### src/rtl/rv_ctrl_pkg.sv
// Shared encodings for the multicycle RISC-V controller: opcodes, func3/func7
// codes, datapath select encodings, ALU operations and the FSM state enum.
package rv_ctrl_pkg;

  // Opcodes
  localparam logic [6:0] OP_R      = 7'b0110011;
  localparam logic [6:0] OP_LOAD   = 7'b0000011;
  localparam logic [6:0] OP_IMM    = 7'b0010011;
  localparam logic [6:0] OP_JALR   = 7'b1100111;
  localparam logic [6:0] OP_STORE  = 7'b0100011;
  localparam logic [6:0] OP_BRANCH = 7'b1100011;
  localparam logic [6:0] OP_JAL    = 7'b1101111;
  localparam logic [6:0] OP_LUI    = 7'b0110111;

  // func3 codes for ALU instructions
  localparam logic [2:0] F3_ADD  = 3'b000;
  localparam logic [2:0] F3_SLT  = 3'b010;
  localparam logic [2:0] F3_SLTU = 3'b011;
  localparam logic [2:0] F3_XOR  = 3'b100;
  localparam logic [2:0] F3_OR   = 3'b110;
  localparam logic [2:0] F3_AND  = 3'b111;

  // func3 codes for branches
  localparam logic [2:0] F3_BEQ = 3'b000;
  localparam logic [2:0] F3_BNE = 3'b001;
  localparam logic [2:0] F3_BLT = 3'b100;
  localparam logic [2:0] F3_BGE = 3'b101;

  localparam logic [6:0] FUNC7_SUB = 7'b0100000;

  // ALU operations
  localparam logic [2:0] ALUOP_ADD  = 3'b000;
  localparam logic [2:0] ALUOP_SUB  = 3'b001;
  localparam logic [2:0] ALUOP_AND  = 3'b010;
  localparam logic [2:0] ALUOP_OR   = 3'b011;
  localparam logic [2:0] ALUOP_SLT  = 3'b100;
  localparam logic [2:0] ALUOP_SLTU = 3'b101;
  localparam logic [2:0] ALUOP_XOR  = 3'b110;

  // Immediate types
  localparam logic [2:0] EXT_I = 3'b000;
  localparam logic [2:0] EXT_S = 3'b001;
  localparam logic [2:0] EXT_B = 3'b010;
  localparam logic [2:0] EXT_J = 3'b011;
  localparam logic [2:0] EXT_U = 3'b100;

  // Writeback sources
  localparam logic [1:0] REGSEL_ALU  = 2'b00;
  localparam logic [1:0] REGSEL_MDR  = 2'b01;
  localparam logic [1:0] REGSEL_IMM  = 2'b10;
  localparam logic [1:0] REGSEL_PC4  = 2'b11;

  // ALU operand sources
  localparam logic [1:0] ASEL_PC    = 2'b00;
  localparam logic [1:0] ASEL_OLDPC = 2'b01;
  localparam logic [1:0] ASEL_RS1   = 2'b10;
  localparam logic [1:0] BSEL_RS2   = 2'b00;
  localparam logic [1:0] BSEL_IMM   = 2'b01;
  localparam logic [1:0] BSEL_FOUR  = 2'b10;

  typedef enum logic [3:0] {
    ST_FETCH     = 4'd0,
    ST_DECODE    = 4'd1,
    ST_EXEC_R    = 4'd2,
    ST_EXEC_I    = 4'd3,
    ST_ALU_WB    = 4'd4,
    ST_MEM_ADDR  = 4'd5,
    ST_MEM_READ  = 4'd6,
    ST_MEM_WRITE = 4'd7,
    ST_MEM_WB    = 4'd8,
    ST_BRANCH    = 4'd9,
    ST_JAL       = 4'd10,
    ST_JALR      = 4'd11,
    ST_LUI       = 4'd12,
    ST_HALT      = 4'd13
  } state_t;

  // Which decode the ALU operation comes from
  typedef enum logic [1:0] {
    ALU_CLS_ADD = 2'd0,
    ALU_CLS_SUB = 2'd1,
    ALU_CLS_R   = 2'd2,
    ALU_CLS_I   = 2'd3
  } alu_cls_t;

endpackage

### src/rtl/alu_decoder.sv
// Combinational ALU operation decode from instruction class, func3 and func7.
// Shift func3 codes have no ALU encoding here and fall back to add.
module alu_decoder
  import rv_ctrl_pkg::*;
(
  input  alu_cls_t   cls,
  input  logic [2:0] func3,
  input  logic [6:0] func7,
  output logic [2:0] aluop
);

  // Map class plus function fields to an ALU operation
  always_comb begin
    aluop = ALUOP_ADD;
    case (cls)
      ALU_CLS_SUB: aluop = ALUOP_SUB;
      ALU_CLS_R, ALU_CLS_I: begin
        case (func3)
          F3_ADD:  aluop = (cls == ALU_CLS_R && func7 == FUNC7_SUB) ? ALUOP_SUB : ALUOP_ADD;
          F3_SLT:  aluop = ALUOP_SLT;
          F3_SLTU: aluop = ALUOP_SLTU;
          F3_XOR:  aluop = ALUOP_XOR;
          F3_OR:   aluop = ALUOP_OR;
          F3_AND:  aluop = ALUOP_AND;
          default: aluop = ALUOP_ADD;
        endcase
      end
      default: aluop = ALUOP_ADD;
    endcase
  end

endmodule

### src/rtl/multicycle_controller.sv
// Multicycle RISC-V control FSM. Outputs are a Moore decode of the state,
// with op/func fields decoded in the execute states and mem_ready qualifying
// the fetch handshake. All outputs are forced low while rst is high.
// Optional build macro: ILLEGAL_OP_TRAP_EN -- unknown opcodes park the FSM in
// HALT with illegal=1 until reset; otherwise they are skipped like a NOP.
//
// state     | meaning
// ----------+--------------------------------------------------
// FETCH     | read instruction at PC, PC+4; wait for mem_ready
// DECODE    | precompute branch target into ALUOut, dispatch
// EXEC_R    | rs1 op rs2
// EXEC_I    | rs1 op imm
// ALU_WB    | write ALUOut to rd
// MEM_ADDR  | rs1 + imm effective address
// MEM_READ  | load from ALUOut; wait for mem_ready
// MEM_WRITE | store to ALUOut; wait for mem_ready
// MEM_WB    | write MDR to rd
// BRANCH    | compare rs1-rs2, conditionally take target
// JAL       | rd = oldPC+4, PC = target
// JALR      | rd = oldPC+4, PC = rs1+imm
// LUI       | rd = U-immediate
// HALT      | illegal opcode trap, left only by reset
module multicycle_controller
  import rv_ctrl_pkg::*;
(
  input  logic       clk,
  input  logic       rst,
  input  logic [6:0] op,
  input  logic [2:0] func3,
  input  logic [6:0] func7,
  input  logic       zero,
  input  logic       negetive,
  input  logic       mem_ready,
  output logic       pcwrite,
  output logic       adrsel,
  output logic       memread,
  output logic       memwrite,
  output logic       irwrite,
  output logic       wereg,
  output logic [1:0] regsel,
  output logic [2:0] extend_func,
  output logic [1:0] alusela,
  output logic [1:0] aluselb,
  output logic [2:0] aluop,
  output logic       illegal
);

  state_t     state, state_next;
  alu_cls_t   cls;
  logic [2:0] dec_aluop;
  logic       taken;

  alu_decoder u_alu_decoder (
    .cls   (cls),
    .func3 (func3),
    .func7 (func7),
    .aluop (dec_aluop)
  );

  // Reset gating is combinational so a mid-cycle reset drops outputs at once
  assign aluop = rst ? ALUOP_ADD : dec_aluop;

  // Branch condition; unlisted func3 codes never branch
  always_comb begin
    taken = 1'b0;
    case (func3)
      F3_BEQ:  taken = zero;
      F3_BNE:  taken = ~zero;
      F3_BLT:  taken = negetive;
      F3_BGE:  taken = ~negetive;
      default: taken = 1'b0;
    endcase
  end

  // State register
  always_ff @(posedge clk or posedge rst) begin
    if (rst) state <= ST_FETCH;
    else     state <= state_next;
  end

  // Next-state and output decode
  always_comb begin
    state_next  = state;
    pcwrite     = 1'b0;
    adrsel      = 1'b0;
    memread     = 1'b0;
    memwrite    = 1'b0;
    irwrite     = 1'b0;
    wereg       = 1'b0;
    regsel      = REGSEL_ALU;
    extend_func = EXT_I;
    alusela     = ASEL_PC;
    aluselb     = BSEL_RS2;
    cls         = ALU_CLS_ADD;
    illegal     = 1'b0;

    case (state)
      ST_FETCH: begin
        memread = 1'b1;
        alusela = ASEL_PC;
        aluselb = BSEL_FOUR;
        if (mem_ready) begin
          irwrite    = 1'b1;
          pcwrite    = 1'b1;
          state_next = ST_DECODE;
        end
      end
      ST_DECODE: begin
        alusela     = ASEL_OLDPC;
        aluselb     = BSEL_IMM;
        extend_func = EXT_B;
        case (op)
          OP_R:                state_next = ST_EXEC_R;
          OP_IMM:              state_next = ST_EXEC_I;
          OP_LOAD, OP_STORE:   state_next = ST_MEM_ADDR;
          OP_BRANCH:           state_next = ST_BRANCH;
          OP_JAL:              state_next = ST_JAL;
          OP_JALR:             state_next = ST_JALR;
          OP_LUI:              state_next = ST_LUI;
`ifdef ILLEGAL_OP_TRAP_EN
          default:             state_next = ST_HALT;
`else
          default:             state_next = ST_FETCH;
`endif
        endcase
      end
      ST_EXEC_R: begin
        alusela    = ASEL_RS1;
        aluselb    = BSEL_RS2;
        cls        = ALU_CLS_R;
        state_next = ST_ALU_WB;
      end
      ST_EXEC_I: begin
        alusela     = ASEL_RS1;
        aluselb     = BSEL_IMM;
        extend_func = EXT_I;
        cls         = ALU_CLS_I;
        state_next  = ST_ALU_WB;
      end
      ST_ALU_WB: begin
        wereg      = 1'b1;
        regsel     = REGSEL_ALU;
        state_next = ST_FETCH;
      end
      ST_MEM_ADDR: begin
        alusela     = ASEL_RS1;
        aluselb     = BSEL_IMM;
        extend_func = (op == OP_STORE) ? EXT_S : EXT_I;
        state_next  = (op == OP_STORE) ? ST_MEM_WRITE : ST_MEM_READ;
      end
      ST_MEM_READ: begin
        memread = 1'b1;
        adrsel  = 1'b1;
        if (mem_ready) state_next = ST_MEM_WB;
      end
      ST_MEM_WRITE: begin
        memwrite = 1'b1;
        adrsel   = 1'b1;
        if (mem_ready) state_next = ST_FETCH;
      end
      ST_MEM_WB: begin
        wereg      = 1'b1;
        regsel     = REGSEL_MDR;
        state_next = ST_FETCH;
      end
      ST_BRANCH: begin
        alusela    = ASEL_RS1;
        aluselb    = BSEL_RS2;
        cls        = ALU_CLS_SUB;
        pcwrite    = taken;
        state_next = ST_FETCH;
      end
      ST_JAL: begin
        wereg       = 1'b1;
        regsel      = REGSEL_PC4;
        pcwrite     = 1'b1;
        extend_func = EXT_J;
        state_next  = ST_FETCH;
      end
      ST_JALR: begin
        wereg       = 1'b1;
        regsel      = REGSEL_PC4;
        alusela     = ASEL_RS1;
        aluselb     = BSEL_IMM;
        extend_func = EXT_I;
        pcwrite     = 1'b1;
        state_next  = ST_FETCH;
      end
      ST_LUI: begin
        wereg       = 1'b1;
        regsel      = REGSEL_IMM;
        extend_func = EXT_U;
        state_next  = ST_FETCH;
      end
`ifdef ILLEGAL_OP_TRAP_EN
      ST_HALT: begin
        illegal    = 1'b1;
        state_next = ST_HALT;
      end
`endif
      default: state_next = ST_FETCH;
    endcase

    if (rst) begin
      {pcwrite, adrsel, memread, memwrite, irwrite, wereg} = 6'b0;
      regsel      = REGSEL_ALU;
      extend_func = EXT_I;
      alusela     = ASEL_PC;
      aluselb     = BSEL_RS2;
      illegal     = 1'b0;
    end
  end

endmodule

### config.mk
export PLATFORM = sky130hd
export DESIGN_NAME = multicycle_controller
export DESIGN_NICKNAME = d
export VERILOG_FILES = /design/src/rtl/rv_ctrl_pkg.sv /design/src/rtl/alu_decoder.sv /design/src/rtl/multicycle_controller.sv
export SDC_FILE = /design/constraint.sdc
export NUM_CORES = 1
export LEC_CHECK = 0
export BUFFER_PORTS_ARGS = -buffer_cell sky130_fd_sc_hd__buf_2
export CORE_MARGIN = 2
export CORE_UTILIZATION = 34
export CTS_BUF_LIST = sky130_fd_sc_hd__clkbuf_16
export CTS_CLUSTER_SIZE = 25
export DETAILED_ROUTE_END_ITERATION = 8
export GPL_TIMING_DRIVEN = 0
export PLACE_DENSITY = 0.65
export SETUP_SLACK_MARGIN = 0.4
export SLEW_MARGIN = 20
export SYNTH_ARGS = -nofsm -noshare
export SYNTH_HDL_FRONTEND = slang
export SYNTH_SLANG_ARGS = --single-unit
### constraint.sdc
create_clock -name clk -period 1.8 [get_ports clk]
set_clock_uncertainty 0.15 [all_clocks]
set_input_delay 0.27 -clock clk [delete_from_list [all_inputs] [get_ports clk]]
set_output_delay 0.27 -clock clk [all_outputs]
set_load 0.02 [all_outputs]
==> metrics.md <==
| Metric | Value |
|---|---|
| Status | finished, violations left |
| Failing checks | negative setup slack |
| Pre-antenna DRT Iters | 4 |
| Sequential cell area fraction in the yosys report | 13.9% |
| Syn Nets | 122 |
| Hpwl dp | 1760 microns |
| CTS buffer count | 3 |
| Fmax | 449 MHz |
| Fin. Hold Viols | 0 |
| DRC | 0 |
| Biggest register | state |
| Area contributors post-synth | dfrtp_1 14%, nor2_1 5.7%, mux2i_1 5.5%, a2111oi_0 3.6%, and3_1 3.5% |
| FF-to-FF End | state[0]$_DFFE_PP0P_ |
| FF-to-FF path depth | 8 |
| Worst path arrival time | 1.81 ns |
| Post-synth ARST share | 100% |
| Clk_lat worst skew | 0.23 ns |
| Max Cap Viol | 0 |
| Vias | 1124 |
| N_diodes | 0 |
| CTS tree | built |
| First-pass GRT wire length | 4510 microns |
| Area of the multi-input gates | 811 sq um |
| HP Class | in2reg |
| Setup slack, reg-to-reg | 0.01 ns |
| FF-to-FF Start | state[2]$_DFFE_PP0P_ |
| FP Rows | 16 |
| Period utilization | 124% |
| RSZ-0062 raised after global routing | true |
| Die ar. | 2510 sq um |
| Total gr overflow | 0 |
| Clk slew on worst S/H paths | 0.03 ns |
| Post-Synthesis Cells | 100 |
| EDFF count, synth | 0 |
| Largest regs | state (4) |
| DIE WIDTH | 50.1 microns |
| ANT nets after route | 0 |
| Max reg flops | 4 |
| Fin area | 1690 sq um |
| Sink Count | 4 |
| Crit end category | primary output |
| Yosys warns | 0 |
| CP Max Fanout | 3 |
| Area Growth Syn to Fin | 135% |
| Fin crit period | 2.23 ns |
| Vias in the first global route | 962 |
| Largest net degree at the start of global routing | 11 |
| Number of fill cells | 112 |
| Synth Flop Type | dfrtp_1 |
| H-tree levels | 1 |
| Worst-case clock buffer depth | 2 |
| Core box area | 1980 sq um |
| Worst VDD drop | 0.580 mV |
| Setup Crit Path Kind | reg2out |
| Setup-failing EPs final | 16 |
| Crit path required time | 1.38 ns |
| Setup crit end | aluop[0] |
| Sequential cell area | 100 sq um |
| CP Launch Point | state[2]$_DFFE_PP0P_ |
| IO buf count | 38 |
| Distinct cells, synth | 44 |
| Synthesized cell area | 722 sq um |
| Routed len/inst | 18.1 microns |
| Root buffer cell | clkbuf_16 |
| Final slew viol count | 0 |
| Gpl congestion | 0.729 |
| Total power | 0.00149 W |
| Pleak | 0.747 nW |
| Initial antenna violation count | 0 |
| Top-area cell type share of the netlist area | 13.9% |
| Syn_area_per_cell | 7.22 sq um |
| Top-count cell post-synth | nor2_1 |
| Die Span Y | 50.1 microns |
| Worst setup margin | -0.429 ns |
| Layout cells sized above 1 | 69.4% |
| Initial Util | 36.4% |
| Pwr/cell area | 877 nW/um^2 |
| Initial DRC count | 31 |
| GRT Total Usage | 23.3% |
| Final nets | 194 |
| Cell taking the most area after synthesis | dfrtp_1 |
| CP Launch Type | flip-flop |
| Placed cell area | 1120 sq um |
| Via-to-Cell Ratio | 5.71 |
| Seq cells post-synth | 4 |
| I/O Pins | 41 |
| DRT Wirelength | 3570 microns |
## per-stage QoR
step           instances  setup TNS, ns  util, %  setup slack, ns  hold slack (ns)
2_1_floorplan        100         -0.149        -           -0.114          -0.0871
5_1_grt              197          -4.19     85.5           -0.458            0.263
6_report             197          -3.55     85.5           -0.429            0.252
3_3_place_gp         165         -0.607     56.4           -0.296           0.0858
4_1_cts              185          -3.24     77.3           -0.437            0.201
3_5_place_dp         165         -0.661     56.4           -0.296           0.0872
## where the power goes
group / total (W) / leakage, nW / internal [W] / switching [W]
clock network: 0.000352 / 0.0370 / 0.000284 / 0.0000682
logic: 0.00102 / 0.656 / 0.000536 / 0.000480
registers: 0.000117 / 0.0539 / 0.000106 / 0.0000110
total: 0.00149 / 0.747 / 0.000927 / 0.000559
## per-layer routing
| layer | vias up | wire, microns | GRT usage (%) |
|---|---|---|---|
| met2 | 62 | 1880 | 40.4 |
| li1 | 519 | - | - |
| met1 | 532 | 1340 | 28.7 |
| met4 | 0 | 94 | 9.26 |
| met3 | 11 | 245 | 3.03 |
| met5 | - | 0 | 0 |
## area by class of cell
cell class,count,area share [%]
multi-input cells,81,47.9
repair buffers,67,32.0
plain buffers,10,6.72
flip-flops and latches,4,5.91
clock buffers,3,4.43
well taps,27,1.99
inverters,5,1.11
## cell families (layout without fill, tap and decap cells)
kind of cell / count (synthesis) / count (layout) / synth area share, %
compound gates: 23 / 23 / 23.9
simple gates: 50 / 50 / 41.4
xor+xnor: 1 / 1 / 1.21
buf+inv: 15 / 85 / 10.6
fa+ha+maj: 1 / 1 / 1.39
other cells: 1 / 1 / 0.519
flops: 4 / 4 / 13.9
mux: 5 / 5 / 7.11
## how the worst min path moves through the flow
stage,cells after the start,start,end
4_1_cts,3,op[0],state[2]$_DFFE_PP0P_
6_report,2,mem_ready,state[1]$_DFFE_PP0P_
5_1_grt,3,op[0],state[2]$_DFFE_PP0P_
3_5_place_dp,2,rst,state[0]$_DFFE_PP0P_
3_3_place_gp,2,rst,state[3]$_DFFE_PP0P_
2_1_floorplan,1,rst,state[0]$_DFFE_PP0P_
## what timing repair did
| item | in CTS | in global routing |
|---|---|---|
| resized for setup | 60 | 16 |
| setup buffers | 16 | 12 |
| setup endpoints to repair | 21 | 22 |
| endpoints found under the hold margin | 4 | 0 |
| hold buffers | 1 | 0 |
| pin swaps | 10 | 14 |
## placed cells by master, fill, tap and decap left out, types with 2 or more instances in the layout
master	netlist	routed
nor2b_4	0	2
and2_4	0	2
nand2b_4	0	2
nor3_4	0	3
buf_6	1	24
dfrtp_1	4	4
inv_1	4	4
mux2i_1	4	4
o21ai_0	2	2
nor2_4	0	6
nor2b_1	4	2
and4b_1	2	2
nand2b_1	4	2
a2111oi_2	1	2
nor4_4	0	2
nand4_1	2	2
a21oi_2	2	2
buf_4	2	25
a21oi_1	4	3
buf_2	4	22
or3_1	3	3
a2111oi_4	0	2
and3_4	0	3
buf_8	0	3
clkbuf_16	0	4
nand3_1	4	4
a31oi_1	2	2
nor2_1	11	4
## critical path: stages (launching register included)
cell and delay, ns:
dfrtp_1 0.36, buf_6 0.12, or4b_4 0.53, o41a_1 0.33, o31ai_2 0.07, buf_4 0.17
No activity file was read; power rests on OpenSTA's default activity.
